**src/rtl/scr1_clk_ctrl_pkg.sv**
```systemverilog
// Shared types and constants for the core clock-enable controller.
// The optional sleep statistics counter is enabled by SCR1_CLK_CTRL_STATS_EN.
package scr1_clk_ctrl_pkg;

   // Width of the optional sleep-cycle statistics counter
   localparam int SCR1_CLK_CTRL_STATS_W = 32;

   // Controller states: running, counting idle hysteresis, clock stopped, settling after wake
   typedef enum logic [1:0] {
      RUN       = 2'd0,
      IDLE_WAIT = 2'd1,
      SLEEP     = 2'd2,
      WAKE      = 2'd3
   } type_scr1_clk_ctrl_state_e;

endpackage

```
**src/rtl/scr1_clk_ctrl.sv**
```systemverilog
// Core clock-enable controller: decides when the gated core clock may stop,
// applies idle hysteresis before stopping and a settle window after waking,
// and reports sleep status back to the core. Runs on the free-running clock.
// Optional feature macro: SCR1_CLK_CTRL_STATS_EN adds a saturating 32-bit
// sleep-cycle counter (sleep_cnt) with a synchronous clear (sleep_cnt_clr).
module scr1_clk_ctrl
   import scr1_clk_ctrl_pkg::*;
#(
   parameter int HYST_CYCLES = 4,
   parameter int WAKE_CYCLES = 2,
   parameter int CNT_W       = 8
) (
   input  logic clk,
   input  logic rst,
   input  logic sleep_req,
   input  logic core_idle,
   input  logic wake_pending,
   input  logic dbg_req,
   output logic clk_en,
   output logic sleep_ack,
   output logic ctrl_busy
`ifdef SCR1_CLK_CTRL_STATS_EN
   ,
   input  logic                             sleep_cnt_clr,
   output logic [SCR1_CLK_CTRL_STATS_W-1:0] sleep_cnt
`endif
);

   // Reject counter settings the internal counter cannot represent
   if (HYST_CYCLES < 1 || HYST_CYCLES > (2**CNT_W) - 1) begin : g_hyst_chk
      $error("scr1_clk_ctrl: HYST_CYCLES out of range for CNT_W");
   end
   if (WAKE_CYCLES < 1 || WAKE_CYCLES > (2**CNT_W) - 1) begin : g_wake_chk
      $error("scr1_clk_ctrl: WAKE_CYCLES out of range for CNT_W");
   end

   localparam logic [CNT_W-1:0] HYST_LIMIT = CNT_W'(HYST_CYCLES);
   localparam logic [CNT_W-1:0] WAKE_LIMIT = CNT_W'(WAKE_CYCLES);
   localparam logic [CNT_W-1:0] CNT_ONE    = CNT_W'(1);

   type_scr1_clk_ctrl_state_e state_q, state_d;
   logic [CNT_W-1:0]          cnt_q, cnt_d;
   logic                      clk_en_q, clk_en_d;
   logic                      sleep_ack_q, sleep_ack_d;
   logic                      ctrl_busy_q, ctrl_busy_d;
   logic                      qual;
   logic                      wake_evt;

   // Sleep is allowed only while the core asks for it, is idle, and no wake source is active;
   // a withdrawn sleep request counts as a wake just like an IRQ or debug request
   always_comb begin
      qual     = sleep_req & core_idle & ~wake_pending & ~dbg_req;
      wake_evt = wake_pending | dbg_req | ~sleep_req;
   end

   // Next-state and counter logic; an abort in IDLE_WAIT is checked before expiry so a
   // wake source arriving on the expiry cycle keeps the clock running
   always_comb begin
      state_d = state_q;
      cnt_d   = cnt_q;
      unique case (state_q)
         RUN: begin
            if (qual) begin
               state_d = IDLE_WAIT;
               cnt_d   = CNT_ONE;
            end
         end
         IDLE_WAIT: begin
            if (!qual) begin
               state_d = RUN;
               cnt_d   = '0;
            end else if (cnt_q == HYST_LIMIT) begin
               state_d = SLEEP;
               cnt_d   = '0;
            end else begin
               cnt_d = cnt_q + CNT_ONE;
            end
         end
         SLEEP: begin
            if (wake_evt) begin
               state_d = WAKE;
               cnt_d   = CNT_ONE;
            end
         end
         WAKE: begin
            if (cnt_q == WAKE_LIMIT) begin
               state_d = RUN;
               cnt_d   = '0;
            end else begin
               cnt_d = cnt_q + CNT_ONE;
            end
         end
         default: begin
            state_d = RUN;
            cnt_d   = '0;
         end
      endcase
   end

   // Output decode from the current state; registered so no input reaches an output combinationally
   always_comb begin
      clk_en_d    = (state_q != SLEEP);
      sleep_ack_d = (state_q == SLEEP) || (state_q == WAKE);
      ctrl_busy_d = (state_q != RUN);
   end

   // State, counter and output registers; reset re-enables the clock with no wake window
   always_ff @(posedge clk) begin
      if (rst) begin
         state_q     <= RUN;
         cnt_q       <= '0;
         clk_en_q    <= 1'b1;
         sleep_ack_q <= 1'b0;
         ctrl_busy_q <= 1'b0;
      end else begin
         state_q     <= state_d;
         cnt_q       <= cnt_d;
         clk_en_q    <= clk_en_d;
         sleep_ack_q <= sleep_ack_d;
         ctrl_busy_q <= ctrl_busy_d;
      end
   end

   assign clk_en    = clk_en_q;
   assign sleep_ack = sleep_ack_q;
   assign ctrl_busy = ctrl_busy_q;

`ifdef SCR1_CLK_CTRL_STATS_EN
   logic [SCR1_CLK_CTRL_STATS_W-1:0] sleep_cnt_q, sleep_cnt_d;

   // Count cycles spent in SLEEP, saturating at all-ones; a clear beats a same-cycle increment
   always_comb begin
      sleep_cnt_d = sleep_cnt_q;
      if (sleep_cnt_clr) begin
         sleep_cnt_d = '0;
      end else if ((state_q == SLEEP) && (sleep_cnt_q != '1)) begin
         sleep_cnt_d = sleep_cnt_q + 1'b1;
      end
   end

   // Statistics register
   always_ff @(posedge clk) begin
      if (rst) begin
         sleep_cnt_q <= '0;
      end else begin
         sleep_cnt_q <= sleep_cnt_d;
      end
   end

   assign sleep_cnt = sleep_cnt_q;
`endif

endmodule

```
**config.mk**
```make
export PLATFORM = sky130hd
export DESIGN_NAME = scr1_clk_ctrl
export DESIGN_NICKNAME = d
export VERILOG_FILES = /design/src/rtl/scr1_clk_ctrl_pkg.sv /design/src/rtl/scr1_clk_ctrl.sv
export SDC_FILE = /design/constraint.sdc
export NUM_CORES = 1
export LEC_CHECK = 0
export BUFFER_PORTS_ARGS = -buffer_cell sky130_fd_sc_hd__buf_2
export CAP_MARGIN = 20
export CORE_MARGIN = 2
export CORE_UTILIZATION = 35
export CTS_BUF_LIST = sky130_fd_sc_hd__clkbuf_4 sky130_fd_sc_hd__clkbuf_8 sky130_fd_sc_hd__clkbuf_16
export DETAILED_ROUTE_END_ITERATION = 16
export PLACE_DENSITY = 0.56
export SYNTH_ARGS = -nofsm -noshare
export SYNTH_HDL_FRONTEND = slang
export SYNTH_SLANG_ARGS = --single-unit
```
**constraint.sdc**
```tcl
create_clock -name clk -period 3.13 [get_ports clk]
set_clock_uncertainty 0.2 [all_clocks]
set_input_delay 0.626 -clock clk [delete_from_list [all_inputs] [get_ports clk]]
set_output_delay 0.626 -clock clk [all_outputs]
set_load 0.1 [all_outputs]
```
==> metrics.txt <==
run status=finished clean; RePlAce Congestion=between 0.7 and 0.8; critical path required time=around 3100 ps; I/O pin total=9; Slew HR=0.679; CP Buf/Inv Count=1; nets=103; syn_area_per_cell=around 8 um^2; Fin. Hold Viols=0; insertion delay to the later sink of the worst-skew pair=about 280 ps; Synth-to-Final Area Change=13.3%; TritonCTS Sinks=13; CTS resizes=0; Most Used Layer, Global Route=met2; Seq/Total Area, Yosys=0.384; final hold slack=around 320 ps; Synth Register Bits=13; Clk pin slew, worst setup/hold paths=approximately 80 ps; met1 GRT Util=0.167; Synth Cell Area=between 600 and 700 um^2; DP Worst Slack=about 600 ps; CTS hold repair buffers=0; CTS H-tree depth=1; post-layout utilization of the core=0.435; Worst setup EP type=register; P_leak=roughly 0.27 nW; critical path's top delay family=simple AND/OR/NAND/NOR gates; synth top area cells=dfxtp_1 (38%), nand2_1 (9.4%), ha_1 (5.5%), a31oi_1 (4.6%), nand3_1 (4.4%); register area=between 200 and 300 um^2; Final min period=2220 ps; gate count of the mapped netlist=83; via count=between 500 and 600; Hold Path Class=register to register; largest net degree at the start of global routing=15; crit-path max cell delay=~400 ps; Routed WL per cell=around 11 um; Synthesized Nets=a little over 90; clock buffer depth=2; initial antenna violation count=0; Worst Slack Setup Final=~900 ps; die area=2300 um^2; worst r2r src=cnt_q[0]$_SDFFE_PP0P_; Yosys top cell area share=0.384; final WL=between 1000 and 1500 um; WHS Path Cells=2; ANT nets after route=0; Layout Cell Area excl Fill=between 700 and 800 um^2; initial core utilization=0.384; FILL cells=slightly below 200; vias per inst=4.97; DRC=0; # setup viols final=0; yosys warns=0; share of layout cells above drive strength 1=0.194; Reg2Reg Capture Point=cnt_q[1]$_SDFFE_PP0P_; clock root buffer=clkbuf_4; DP Wirelength=a little under 900 um; CP Cell Sequence=buf_2 > or3b_1 > or3_4 > a22oi_4 > a21oi_1 > a211oi_1; async set or reset register ratio after synthesis=0; R2R cell count=7; aggregate global routing overflow=0; num rows=15; global-route met3 utilization=0.0679; post-synth cell types=27; Worst setup startpoint=wake_pending; # port buffers=8; setup tns final=0 ps; Core Region=roughly 1800 um^2; placed inst area=~740 um^2; Max Slew Vio Count=0; worst-path fanout max=14; max cap viols=0; Setup Fix Bufs, Post-CTS=0; Critical Path Sink=cnt_q[0]$_SDFFE_PP0P_; Fmax=450 MHz; RSZ-0062 raised after global routing=false; Worst R2R Setup Slack=approximately 1100 ps; Total Routing Usage GR=0.138; total power draw=between 0.2 and 0.3 mW; TritonCTS clock tree=done; Peak supply drop=roughly 280 uV; Post-synth EDFFs=0; drt initial violations=10; CTS Buf Count=3; Worst Path Class, Setup=input port to register; Die H=around 48 um; area of the multi-input gates=about 390 um^2; Worst Tran Pin Value=484 ps; leading area contributor after synthesis=dfxtp_1; Final period util=0.710; met2 usage=0.213; Die Width=about 48 um; # placed instances=between 100 and 150; Worst Path Arrival=around 2200 ps; vias in the first global route=about 500; Synth Flop Type=dfxtp_1; first-pass GRT wire length=~2100 um; Finished Layout Cells=118; stages on the worst setup path=6; diodes inserted=0; Detailed Routing Iterations Pass 1=4; slowest cell on the critical path=or3b_1; Critical Path Start Type=input port; Power per Cell Area=388 nW/um^2
## Yosys cell counts (2+ instances only)
master,instances
a211oi_1,2
a31oi_1,5
dfxtp_1,13
ha_1,3
inv_1,3
or2_2,2
nor2_1,8
a21oi_1,3
nand3b_1,2
nand2_1,17
nor3_1,2
clkbuf_1,2
o21bai_1,2
nand3_1,6
## worst register-to-register path, stage by stage (launching register included)
cell and delay (ps):
dfxtp_1 330, inv_1 110, ha_1 150, or4b_1 450, o21bai_1 240, a22oi_4 180
a22oi_1 220, nor2_1 60
## sequential cells by signal, indices dropped and copies added (netlist names), named ones only
signal / flops
clk_en: 1
cnt_q: 8
ctrl_busy: 1
sleep_ack: 1
state_q: 1
## how the worst min path moves through the flow
stage,from,to
after floorplan,cnt_q[7]$_SDFFE_PP0P_,cnt_q[7]$_SDFFE_PP0P_
after global placement,cnt_q[7]$_SDFFE_PP0P_,cnt_q[7]$_SDFFE_PP0P_
after detailed placement,cnt_q[7]$_SDFFE_PP0P_,cnt_q[7]$_SDFFE_PP0P_
after CTS,cnt_q[3]$_SDFFE_PP0P_,cnt_q[3]$_SDFFE_PP0P_
after global routing,cnt_q[4]$_SDFFE_PP0P_,cnt_q[4]$_SDFFE_PP0P_
final,state_q[0]$_SDFFE_PP0P_,ctrl_busy$_SDFF_PP0_
## layout by cell type, fill, tap and decap left out
cell type   n
a211oi_1    2
a21oi_1     3
a22oi_1     1
a22oi_4     1
a31oi_1     5
buf_2       8
buf_4       1
clkbuf_4    4
dfxtp_1    13
ha_1        3
inv_1       3
nand2_1    17
nand3_1     6
nand3b_1    2
nor2_1      8
nor2b_1     1
nor3_1      2
nor3b_1     1
nor4_2      1
o21a_1      1
o21ai_1     1
o21bai_1    2
o31ai_1     1
or2_2       2
or3_1       1
or3_4       1
or3b_1      1
or4b_1      1
## kinds of logic (layout without fill, tap and decap cells)
kind of cell             after synthesis  in the layout  share of synthesized area
flip-flops                            13             13                      0.384
buffers and inverters                  6             16                     0.0444
AND/OR/NAND/NOR                       44             44                      0.331
adder cells (fa/ha/maj)                3              3                     0.0555
AO/OA/AOI/OAI                         17             17                      0.185
## area by class of cell
type	instances	area share
clock buffer	4	0.0392
inverter	3	0.0147
multi-input combinational	64	0.504
sequential	13	0.339
tap	25	0.0408
timing repair buffer	9	0.0620
## where the power goes
part	switching, mW	internal [mW]
clock network	0.0549	0.0581
registers	0.00116	0.167
logic	0.0103	0.00624
total	0.0664	0.231
## routing by layer
layer,vias up,share of wire
li1,311,-
met1,262,0.51
met2,11,0.43
met3,2,0.056
met4,0,0.0094
met5,-,0
Note: power is estimated with default switching activity, not from simulation.
